File: src/rtl/spi_seq_pkg.sv
// Shared constants, state encoding and request bundle for the SPI transfer sequencer.
// Bus word addresses are 14-bit IO bus word addresses (byte address bits 15:2).
package spi_seq_pkg;

  typedef enum logic [2:0] {
    IDLE     = 3'd0,
    CFG_MODE = 3'd1,
    CFG_SDIV = 3'd2,
    FLUSH    = 3'd3,
    XFER     = 3'd4,
    DONE     = 3'd5,
    ABORT    = 3'd6,
    ERR      = 3'd7
  } state_t;

  localparam logic [13:0] ADR_MODE = 14'h3C80;
  localparam logic [13:0] ADR_SDIV = 14'h3C81;
  localparam logic [13:0] ADR_DATA = 14'h3C82;
  localparam logic [13:0] ADR_CTRL = 14'h3C83;

  localparam logic [31:0] FLUSH_CMD    = 32'h0000_0400;
  localparam logic [16:0] INFLIGHT_MAX = 17'd4;
  localparam logic [11:0] TIMEOUT      = 12'd4095;
  localparam logic [7:0]  DUMMY        = 8'hFF;
  localparam int          RX_EMPTY_BIT = 9;

  typedef struct packed {
    logic [2:0]  cmd_len;
    logic [31:0] hdr;
    logic [15:0] rd_len;
    logic [31:0] mode;
    logic [9:0]  sdiv;
  } req_t;

  // Header bytes go out MSB byte first.
  function automatic logic [7:0] hdr_byte(input logic [31:0] hdr, input logic [1:0] idx);
    case (idx)
      2'd0:    hdr_byte = hdr[31:24];
      2'd1:    hdr_byte = hdr[23:16];
      2'd2:    hdr_byte = hdr[15:8];
      default: hdr_byte = hdr[7:0];
    endcase
  endfunction

endpackage

File: src/rtl/spi_xfer_seq.sv
// SPI transfer sequencer: configures the SPI block, then streams header/dummy bytes out and payload bytes in.
// One bus op per cycle, poll returns consumed one cycle later; rd_valid holds until rd_ready and stalls polling.
module spi_xfer_seq
  import spi_seq_pkg::*;
(
  input  logic        clk,
  input  logic        rst,
  input  logic        start,
  input  logic        abort,
  input  logic [2:0]  cmd_len,
  input  logic [31:0] hdr_data,
  input  logic [15:0] rd_len,
  input  logic [31:0] cfg_mode,
  input  logic [9:0]  cfg_sdiv,
  output logic        busy,
  output logic        done,
  output logic        err,
  output logic        io_we,
  output logic [15:2] io_wadr,
  output logic [31:0] io_wdata,
  output logic [15:2] io_radr,
  output logic        io_radr_en,
  input  logic [31:0] io_rdata,
  output logic        rd_valid,
  output logic [7:0]  rd_data,
  input  logic        rd_ready
);

  state_t      state_q, state_d;
  req_t        req_q;
  logic [16:0] total, tx_cnt, rx_cnt, inflight;
  logic [11:0] tmo_cnt;
  logic        rd_pend;
  logic        rd_valid_q;
  logic [7:0]  rd_data_q;
  logic        err_q;
  logic        push_ok, poll_ok, do_push, do_poll, rx_byte, rx_empty;
  logic        unused_rdata;

  assign total    = {14'd0, req_q.cmd_len} + {1'b0, req_q.rd_len};
  assign inflight = tx_cnt - rx_cnt;
  assign push_ok  = (tx_cnt < total) && (inflight < INFLIGHT_MAX);
  assign poll_ok  = (inflight != 17'd0) && !rd_pend && !rd_valid_q;
  // Polls win over pushes; nothing new is issued in the cycle abort arrives.
  assign do_poll  = (state_q == XFER) && !abort && poll_ok;
  assign do_push  = (state_q == XFER) && !abort && push_ok && !poll_ok;
  assign rx_byte  = rd_pend && !io_rdata[RX_EMPTY_BIT];
  assign rx_empty = rd_pend && io_rdata[RX_EMPTY_BIT];
  assign unused_rdata = ^{io_rdata[31:10], io_rdata[8]};

  always_ff @(posedge clk or posedge rst) begin
    if (rst) state_q <= IDLE;
    else     state_q <= state_d;
  end

  always_comb begin
    state_d = state_q;
    case (state_q)
      IDLE:     if (start) state_d = CFG_MODE;
      CFG_MODE: state_d = CFG_SDIV;
      CFG_SDIV: state_d = FLUSH;
      FLUSH:    state_d = (total == 17'd0) ? DONE : XFER;
      XFER: begin
        if (rx_empty && (tmo_cnt == TIMEOUT - 12'd1)) state_d = ERR;
        else if ((rx_cnt == total) && !rd_valid_q)    state_d = DONE;
      end
      DONE, ABORT, ERR: state_d = IDLE;
      default:  state_d = IDLE;
    endcase
    if ((state_q != IDLE) && abort) state_d = ABORT;
  end

  always_comb begin
    io_we      = 1'b0;
    io_wadr    = '0;
    io_wdata   = '0;
    io_radr    = '0;
    io_radr_en = 1'b0;
    case (state_q)
      CFG_MODE: begin
        io_we    = 1'b1;
        io_wadr  = ADR_MODE;
        io_wdata = req_q.mode;
      end
      CFG_SDIV: begin
        io_we    = 1'b1;
        io_wadr  = ADR_SDIV;
        io_wdata = {22'd0, req_q.sdiv};
      end
      FLUSH, ABORT, ERR: begin
        io_we    = 1'b1;
        io_wadr  = ADR_CTRL;
        io_wdata = FLUSH_CMD;
      end
      XFER: begin
        if (do_poll) begin
          io_radr_en = 1'b1;
          io_radr    = ADR_CTRL;
        end else if (do_push) begin
          io_we    = 1'b1;
          io_wadr  = ADR_DATA;
          io_wdata = {24'd0, (tx_cnt < {14'd0, req_q.cmd_len}) ?
                             hdr_byte(req_q.hdr, tx_cnt[1:0]) : DUMMY};
        end
      end
      default: ;
    endcase
  end

  always_ff @(posedge clk or posedge rst) begin
    if (rst) begin
      req_q      <= '0;
      tx_cnt     <= '0;
      rx_cnt     <= '0;
      tmo_cnt    <= '0;
      rd_pend    <= 1'b0;
      rd_valid_q <= 1'b0;
      rd_data_q  <= '0;
      err_q      <= 1'b0;
    end else begin
      rd_pend <= do_poll;
      if ((state_q == IDLE) && start) begin
        req_q   <= {cmd_len, hdr_data, rd_len, cfg_mode, cfg_sdiv};
        err_q   <= 1'b0;
        tx_cnt  <= '0;
        rx_cnt  <= '0;
        tmo_cnt <= '0;
      end
      if (do_push) tx_cnt <= tx_cnt + 17'd1;
      if (state_q == ERR) err_q <= 1'b1;
      if (rd_valid_q && rd_ready) rd_valid_q <= 1'b0;
      if ((state_q == XFER) && !abort) begin
        if (rx_byte) begin
          rx_cnt  <= rx_cnt + 17'd1;
          tmo_cnt <= '0;
          // Header-phase returns are just the slave clocking in our command.
          if (rx_cnt >= {14'd0, req_q.cmd_len}) begin
            rd_data_q  <= io_rdata[7:0];
            rd_valid_q <= 1'b1;
          end
        end else if (rx_empty) begin
          tmo_cnt <= tmo_cnt + 12'd1;
        end
      end
      if ((state_q != IDLE) && abort) rd_valid_q <= 1'b0;
    end
  end

  assign busy     = (state_q != IDLE);
  assign done     = (state_q == DONE);
  assign err      = err_q;
  assign rd_valid = rd_valid_q;
  assign rd_data  = rd_data_q;

endmodule

File: config.mk
export PLATFORM = sky130hd
export DESIGN_NAME = spi_xfer_seq
export DESIGN_NICKNAME = d
export VERILOG_FILES = /design/src/rtl/spi_seq_pkg.sv /design/src/rtl/spi_xfer_seq.sv
export SDC_FILE = /design/constraint.sdc
export NUM_CORES = 1
export LEC_CHECK = 0
export ABC_AREA = 1
export BUFFER_PORTS_ARGS = -buffer_cell sky130_fd_sc_hd__buf_2
export CAP_MARGIN = 20
export CORE_ASPECT_RATIO = 0.5
export CORE_MARGIN = 3
export CORE_UTILIZATION = 41
export DETAILED_ROUTE_END_ITERATION = 12
export SLEW_MARGIN = 20
export SYNTH_ARGS = -nofsm -noshare
export SYNTH_HDL_FRONTEND = slang
export SYNTH_SLANG_ARGS = --single-unit
File: constraint.sdc
create_clock -name clk -period 4.8 [get_ports clk]
set_input_delay 0.96 -clock clk [delete_from_list [all_inputs] [get_ports clk]]
set_output_delay 0.96 -clock clk [all_outputs]
set_load 0.1 [all_outputs]
==> metrics.yaml, run 1 <==
drt_iter0_markers: 759
hold_violations: 0
fmax_mhz: 205
yosys.area.top_type: "dfrtp_1"
grt-ovfl-total: 0
synth.cell_area_mm2: 0.0101
io-pin-count: 204
place_area_mm2: 0.0114
max_slew_margin_pct: 21.7
grt_use_total_pct: 23.2
stdcell_count: 1942
yosysMostFrequentCell: "nand2_1"
finalInstanceArea_mm2: 0.0126
synth_commonest_cells: "nand2_1, inv_1, dfrtp_1"
rows: 39
dpl.hpwl_um: 22300
synth-edff-count: 0
hold_path.class: "reg -> reg"
layout.nets: 1782
io_buffers: 166
r2r_start: "req_q[90]"
dieArea_mm2: 0.0267
setup_ws_ps: -70.1
vias: 9917
avgSynthCellArea_um2: 7.16
irDropWorstVdd_v: 0.00111
drive_above_1_share_pct: 20.8
core_mm2: 0.0235
yosysTopAreaCellShare_pct: 37.9
grt_pass1_wl_um: 49000
place_inst: 1867
drc_errors: 0
arrival_ps: 3910
via_per_inst: 5.11
netlist_instances: 1412
rsz0062_at_grt: "true"
final_max_slew_viol_count: 0
gp_congestion: 0.909
critPathMaxFanout: 6
power_density_mw_per_mm2: 621
status: "finished with violations"
r2r_cells: 38
ys_seq_area_share_pct: 37.9
hold_path_end: "req_q[86]"
clk_latency_ps: 440
cts_hold_buf: 0
cts_root_buf: "clkbuf_16"
r2r_end: "state_q[0]"
synth_cell_types: 51
postRouteAntennaNets: 0
cp-start-kind: "flip-flop"
antenna_found_initial: 3
cts_buffers: 17
cts_tree: "done"
ys.flop_type: "dfrtp_1"
antennaDiodeCount: 0
grt_pass1_vias: 9564
critPathRequiredTime_ps: 3840
cts_sinks: 153
drtPass1Iterations: 7
whs_path_depth: 2
routed_wl_um: 31000
hold_start: "req_q[86]"
r2r_slack_ps: 50
wl_per_cell_um: 16.0
clk_pin_slew_ps: 60
fp.dieH_um: 117
synth-seq-cells: 153
cp-end-kind: "primary output"
cap_viol_max_count: 0
grt_max_degree: 108
ys.warnings.count: 0
post-route-min-period_ps: 4870
p_leak_nw: 6.67
fillers: 2302
syn_to_final_growth_pct: 24.5
finalSetupViolations: 9
clockBufferDepth: 2
cts.htree.levels: 4
async_flop_share_pct: 100
die_x_um: 228
crit_type: "reg -> out"
timing.final.crit_share_pct: 101
synth_top_cells_by_area: "dfrtp_1, nand2_1, inv_1"
worst_pin_slew_ps: 1160
finalClockSkew_ps: 11.9
start_util_pct: 43.0
violations: "negative setup slack"
-- how the worst max path moves through the flow --
stage,startpoint,endpoint,slack (ps),cells after the start
after floorplan,req_q[90],io_wadr[13],-210,19
after global placement,req_q[90],io_wadr[12],310,19
after detailed placement,req_q[90],io_wadr[14],260,19
after CTS,req_q[42],io_wadr[14],10,19
after global routing,req_q[90],io_wadr[15],-190,20
final,req_q[90],io_wadr[12],-70,20
-- cell type report --
class,count,area (um^2),share of cell area (%)
Inverter,207,783,6.23
Clock buffer,20,457,3.63
Timing Repair Buffer,224,1560,12.4
Clock inverter,10,119,0.945
Tap cell,328,410,3.26
Sequential cell,153,3830,30.4
Multi-Input combinational cell,1000,5420,43.1
-- metrics by stage --
stage	worst slack [ps]	TNS, ps	power, mW	utilization [%]	hold WS (ps)
finish	-70.1	-572	7.82	53.5	475
global placement	315	0	6.12	48.4	456
global route	-192	-2340	8.34	53.5	496
detailed placement	261	0	6.19	48.4	459
CTS	11.5	0	7.66	52.2	475
floorplan	-207	-742	5.19	-	442
-- metal layers --
metal	routed length, um	global-route usage [%]	part of all wire [%]
met1	14100	31.7	45
met2	14000	37.0	45
met3	2250	5.73	7.3
met4	627	6.51	2.0
met5	29	0	0.093
-- what timing repair did --
| item | 4_1_cts | 5_1_grt |
|---|---|---|
| setup endpoints to repair | 15 | 24 |
| pin swaps | 3 | 15 |
| gates resized for setup | 15 | 43 |
| gates cloned | 1 | 0 |
| buffers inserted | 33 | 12 |
-- worst max-delay path, cell delays in order (launching register included) --
cell,delay (ps)
dfrtp_1,410
ha_4,190
fa_2,370
buf_4,150
nand3_2,80
nand2_2,80
nand2_4,90
nor2_2,60
xor2_2,190
ha_1,300
nand2_1,90
nor2_1,50
a211oi_1,170
nand2_1,100
nand2_2,80
nand4_1,150
nor2_4,250
nand2_8,150
nand4_1,160
buf_12,160
buf_12,170
-- power breakdown --
| part | switching [mW] | internal [mW] | total (mW) |
|---|---|---|---|
| combinational | 3.10 | 1.35 | 4.45 |
| clock | 0.562 | 0.791 | 1.35 |
| sequential | 0.267 | 1.75 | 2.02 |
-- cell usage in the layout, fill, tap and decap left out, types with 3 or more instances in the layout --
master	instances
a21oi_1	42
a21oi_2	4
buf_12	18
buf_2	143
buf_4	54
clkbuf_16	17
clkbuf_4	7
clkinv_2	3
clkinvlp_4	3
conb_1	14
dfrtp_1	153
ha_1	44
ha_4	3
inv_1	201
inv_2	4
mux2_2	8
nand2_1	411
nand2_2	11
nand2_4	7
nand3_1	115
nand3_2	6
nand4_1	22
nor2_1	94
nor2_2	6
nor2_4	11
nor3_1	15
nor3_2	4
nor4_1	9
o21ai_0	97
o21bai_4	8
o22ai_1	16
xnor2_1	4
xor2_1	20
-- kinds of logic after synthesis --
| logic type | Yosys count | share of synthesized area (%) |
|---|---|---|
| adder cells (fa/ha/maj) | 49 | 6.22 |
| buffers and inverters | 273 | 11.6 |
| other | 1 | 0.0371 |
| XOR/XNOR | 27 | 2.48 |
| multiplexers | 8 | 0.892 |
| flip-flops | 153 | 37.9 |
| AND/OR/NAND/NOR | 717 | 30.6 |
| AO/OA/AOI/OAI | 184 | 10.3 |
-- state kept, by name (all words and copies together) (netlist names) --
register	flops
err	1
tx_cnt	17
state_q	3
tmo_cnt	12
rx_cnt	17
rd_valid	1
rd_data	8
rd_pend	1
req_q	93
(Power assumes the default switching activity.)
==> run 2, diff against run 1 <==
--- a/config.mk
+++ b/config.mk
@@ -12,6 +12,7 @@
 export CORE_MARGIN = 3
 export CORE_UTILIZATION = 41
 export DETAILED_ROUTE_END_ITERATION = 12
+export PLACE_DENSITY = 0.66
 export SLEW_MARGIN = 20
 export SYNTH_ARGS = -nofsm -noshare
 export SYNTH_HDL_FRONTEND = slang
==> constraint.sdc (replaced) <==
create_clock -name clk -period 4.8 [get_ports clk]
set_input_delay 0.24 -clock clk [delete_from_list [all_inputs] [get_ports clk]]
set_output_delay 0.24 -clock clk [all_outputs]
set_load 0.1 [all_outputs]
==> run 2 against run 1 <==
Net effect: the run ends with negative hold slack left; fmax rose by 7.8%; final cell count is 0.82% lower; global-route usage shrank 1.2 points; critical endpoint is now io_wadr[9].
==> metrics.yaml, run 2 (synthesized netlist as in run 1, its figures left out) <==
wl_per_cell_um: 15.2
fin_setup_tns_ps: 0
switching_share_pct: 51.2
io_buffers: 166
fp.dieH_um: 117
final_cell_mix: "nand2_1, inv_1, buf_2, dfrtp_1, nand3_1"
power_density_mw_per_mm2: 612
crit_chain: "ha_1, fa_1, nand2_1, a21oi_1, nand2_1, nor2_1, xor2_1, ha_1, a21oi_1, nor2_1, nor3_2, nand2_1, nor2_1, nand4_1, nor2_4, nand2_8, nand4_1, buf_4, buf_6"
post-route-min-period_ps: 4520
p_total_mw: 7.39
cts_sinks: 153
drt_iter0_markers: 712
hold_path.class: "in -> async"
hold_violations: 7
syn_to_final_growth_pct: 19.5
cap_viol_max_count: 0
layout_commonest_cell: "nand2_1"
cts_root_buf: "clkbuf_16"
clk_latency_ps: 440
arrival_ps: 4280
largest_reg_flops: 93
place_inst: 1861
cpPeakStageDelay_ps: 410
clkPwrFrac_pct: 19.5
p_leak_nw: 6.50
antenna_found_initial: 2
power.internal_mw: 3.60
grt_pass1_wl_um: 47000
irDropWorstVdd_v: 0.000672
finalClockSkew_ps: 8.52
hold_ws_ps: -18.5
finalSetupViolations: 0
worst_pin_slew_ps: 982
pwr-share-seq_pct: 27.2
critPathRequiredTime_ps: 4560
rows: 39
violations: "negative hold slack"
dieArea_mm2: 0.0267
crit_type: "reg -> out"
vias: 9740
grt_max_degree: 107
cp-start-kind: "flip-flop"
p_sw_mw: 3.78
dpl.hpwl_um: 21900
critPathMaxFanout: 28
combPwrFrac_pct: 53.3
grt_pass1_vias: 9424
start_util_pct: 43.0
antennaDiodeCount: 0
drtPass1Iterations: 6
io-pin-count: 204
routed_wl_um: 29300
clockBufferDepth: 2
rsz0062_at_grt: "false"
cp_slowest_cell: "dfrtp_1"
layout.nets: 1764
stdcell_count: 1926
postRouteAntennaNets: 0
grt-ovfl-total: 0
cts_tree: "done"
core_mm2: 0.0235
drc_errors: 0
clk_pin_slew_ps: 70
path_delay_family: "simple AND/OR/NAND/NOR gates"
drive_above_1_share_pct: 16.0
timing.final.crit_share_pct: 94.1
gp_congestion: 0.890
max_slew_margin_pct: 34.5
top_regs: "req_q x93, rx_cnt x17, tx_cnt x17"
cp-end-kind: "primary output"
fmax_mhz: 221
die_x_um: 228
status: "finished with violations"
cts_buffers: 17
cts.htree.levels: 4
final_max_slew_viol_count: 0
largest_register: "req_q"
grt_use_total_pct: 22.0
critPathBufInv: 2
via_per_inst: 5.06
-- run 2: power by group through the flow --
stage / Sequential [mW] / Clock, mW / Combinational, mW
after floorplan: 2.19 / 0 / 2.98
after global placement: 2.01 / 0 / 3.77
after detailed placement: 2.02 / 0 / 3.84
after CTS: 2.01 / 1.46 / 3.88
after global routing: 2.06 / 1.51 / 4.34
final: 2.01 / 1.44 / 3.93
-- run 2: cell type report --
type / instances / area [um^2]
multi-input cells: 999 / 5180
well taps: 328 / 410
repair buffers: 207 / 1240
clock buffers: 21 / 460
flip-flops and latches: 153 / 3830
clock inverters: 11 / 163
inverters: 207 / 785
fillers: 2270 / 11400
-- run 2: repair_timing --
item                                    4_1_cts  5_1_grt
hold endpoints to repair                     32        0
endpoints found under the setup margin        0       15
gates resized for setup                       0       16
buffers inserted                              0        1
hold buffers                                 32        0
-- run 2: through the flow --
step                      instance area, um^2  utilization [%]  setup slack (ps)
after floorplan                         10200                -               279
after global placement                  11100             47.1               616
after CTS                               12000             51.1              41.3
final                                   12100             51.3               282
after detailed placement                11100             47.1               559
after global routing                    12100             51.3              15.6
-- run 2: final timing paths --
| kind | from | end | slack (ps) | cells after the start |
|---|---|---|---|---|
| min in group clk | hdr_data[8] | req_q[66] | 10 | 3 |
| max in group asynchronous | rst | req_q[13] | 3550 | 3 |
| min reg2reg | req_q[77] | req_q[77] | 470 | 2 |
| max reg2reg | req_q[90] | tx_cnt[8] | 1190 | 22 |
| min | rst | req_q[24] | -20 | 2 |
| max | req_q[90] | io_wadr[9] | 280 | 19 |
-- run 2: worst register-to-register path, cell delays in order, from the launching register on --
cell and delay [ps]:
dfrtp_1 420, ha_1 230, fa_1 410, nand3_1 120
nand2_1 90, nand2_1 120, nor3_1 70, buf_4 150
inv_1 50, ha_1 230, nand2_1 70, inv_1 70
nor2_1 100, nand4_1 180, nor2_1 130, nand2_1 60
nor2_1 90, nand3_1 80, nor2_1 120, nand3_1 120
nor2_4 390, nand3_1 140, nand2_1 100
-- run 2: routing by layer --
metal  wire, um  vias to the layer above  share of wire [%]  global-route usage, %
li1           -                     4825                  -                      -
met1      13900                     4572                 47                   30.6
met2      13000                      292                 45                   35.5
met3       1650                       47                5.6                   3.60
met4        660                        4                2.3                   6.93
met5         32                        -               0.11                      0
==> run 3, diff against run 2 <==
--- a/config.mk
+++ b/config.mk
@@ -9,11 +9,12 @@
 export BUFFER_PORTS_ARGS = -buffer_cell sky130_fd_sc_hd__buf_2
 export CAP_MARGIN = 20
 export CORE_ASPECT_RATIO = 0.5
-export CORE_MARGIN = 3
 export CORE_UTILIZATION = 41
 export DETAILED_ROUTE_END_ITERATION = 12
 export PLACE_DENSITY = 0.66
+export RECOVER_POWER = 25
 export SLEW_MARGIN = 20
 export SYNTH_ARGS = -nofsm -noshare
 export SYNTH_HDL_FRONTEND = slang
 export SYNTH_SLANG_ARGS = --single-unit
+export TNS_END_PERCENT = 30
==> run 3 against run 2 <==
Net effect: the flow finishes with violations (max-capacitance violations, max-slew violations); critical path depth is 1 lower; final area is 2.0% lower; die area is 5.1% lower; hold slack better by 34 ps; clock power is 3% higher; final cell count is 0.93% lower; routed wire length is 7.9% lower; total power is 0.60% lower.
==> metrics.yaml, run 3 (synthesized netlist as in run 1, its figures left out) <==
die_x_um: 224
cts_sinks: 153
violations: "max-capacitance violations, max-slew violations"
timing.final.crit_share_pct: 94.2
via_per_inst: 4.91
clockBufferDepth: 2
io_buffers: 166
largest_register: "req_q"
path_delay_family: "simple AND/OR/NAND/NOR gates"
clkPwrFrac_pct: 20.2
vias: 9371
top_regs: "req_q x93, rx_cnt x17, tx_cnt x17"
irDropWorstVdd_v: 0.000461
drc_errors: 0
finalSetupViolations: 0
critPathMaxFanout: 28
fmax_mhz: 221
rsz0062_at_grt: "true"
switching_share_pct: 50.8
max_slew_margin_pct: -111
antennaDiodeCount: 0
grt_max_degree: 105
cts_root_buf: "clkbuf_16"
grt_use_total_pct: 21.9
p_leak_nw: 6.39
dieArea_mm2: 0.0253
combPwrFrac_pct: 52.6
preCtsSetupSlack_ps: 686
critPathBufInv: 1
drtPass1Iterations: 5
rows: 40
grt_pass1_wl_um: 43900
fillers: 2444
pwr-share-seq_pct: 27.2
drive_above_1_share_pct: 15.8
crit_chain: "ha_1, fa_1, nand2_1, a21oi_1, nand2_1, nor2_1, xor2_1, ha_1, a21oi_1, nor2_1, nor3_1, nand2_1, nor2_1, nand4_1, nor2_2, nand2_4, nand4_1, clkbuf_4"
arrival_ps: 4280
clk_latency_ps: 430
multiInputGateArea_mm2: 0.00516
cp-end-kind: "primary output"
cap_viol_max_count: 1
post-route-min-period_ps: 4520
postRouteAntennaNets: 0
dpl.hpwl_um: 20100
critPathRequiredTime_ps: 4560
io-pin-count: 204
final_max_slew_viol_count: 86
power_density_mw_per_mm2: 621
worst_pin_slew_ps: 3160
wl_per_cell_um: 14.1
drt_iter0_markers: 577
cp_slowest_cell: "dfrtp_1"
finalClockSkew_ps: 10.2
cts_tree: "done"
regArea_mm2: 0.00383
largest_reg_flops: 93
core_mm2: 0.0241
grt-ovfl-total: 0
layout_commonest_cell: "nand2_1"
p_sw_mw: 3.73
layout.nets: 1738
cts.htree.levels: 4
utilization_pct: 49.1
gp_congestion: 0.916
status: "finished with violations"
cpPeakStageDelay_ps: 420
cts_buffers: 17
hold_violations: 0
clk_pin_slew_ps: 70
grt_pass1_vias: 8670
final_cell_mix: "nand2_1, inv_1, dfrtp_1, buf_2, nand3_1"
start_util_pct: 42.0
syn_to_final_growth_pct: 17.0
power.internal_mw: 3.61
post_cts_buffers: 0
crit_type: "reg -> out"
routed_wl_um: 26900
antenna_found_initial: 1
cp-start-kind: "flip-flop"
hold_ws_ps: 15.4
setup_ws_ps: 280
hold_path.class: "in -> reg"
fp.dieH_um: 113
-- run 3: through the flow --
stage	cells	cell area (um^2)	setup TNS, ps	total power, mW
detailed placement	1869	11100	0	5.83
CTS	1908	11800	0	7.34
global placement	1869	11100	0	5.79
finish	1908	11800	0	7.34
floorplan	1425	10200	0	5.17
global route	1908	11800	-335	7.86
-- run 3: what timing repair did --
item / 4_1_cts / 5_1_grt
endpoints found under the setup margin: 0 / 13
hold buffers: 7 / 0
gates resized for setup: 0 / 13
endpoints found under the hold margin: 82 / 0
-- run 3: worst paths after layout --
check                                   from    endpoint  slack, ps  cells past startpoint
worst max-delay path               req_q[90]  io_wadr[9]        280                     18
worst min-delay path            hdr_data[31]   req_q[89]         20                      3
worst max register to register     req_q[90]   tx_cnt[4]       1210                     22
worst min register to register     req_q[85]   req_q[85]        470                      2
max in group asynchronous                rst   rx_cnt[5]       1470                      4
min in group asynchronous                rst   req_q[25]       1500                      3
-- run 3: cell type report --
class,count,area share (%)
Tap cell,336,3.56
Sequential cell,153,32.4
Clock buffer,22,4.18
Clock inverter,10,1.29
Timing Repair Buffer,181,8.34
Inverter,207,6.59
Multi-Input combinational cell,999,43.7
-- run 3: power groups by stage --
stage          clock, mW  combinational, mW  sequential (mW)
2_1_floorplan          0               2.98             2.19
3_3_place_gp           0               3.79             2.00
3_5_place_dp           0               3.82             2.01
4_1_cts             1.50               3.84             2.00
5_1_grt             1.56               4.24             2.06
6_report            1.48               3.86             2.00
-- run 3: routing by layer --
metal,up-vias,track usage (%),share of wire [%],routed length (um)
li1,4772,-,-,-
met1,4347,31.0,49,13100
met2,227,35.0,45,12200
met3,23,4.41,5.4,1450
met4,2,4.11,0.86,231
met5,-,0,0.037,10
-- run 3: worst reg2reg max path, stage by stage, from the launching register on --
cell and delay (ps):
dfrtp_1 430, ha_1 240, fa_1 410, nand3_1 130, nand2_1 90, nand2_1 120, nor3_1 60, buf_4 150
inv_1 50, ha_1 220, nand2_1 120, inv_1 60, nand3_1 60, nand4_1 130, nor2_1 120, nand2_1 50
nor2_1 110, nand3_1 90, nor2_1 100, nand3_1 110, nor2_4 410, nand3_1 160, nand2_1 120
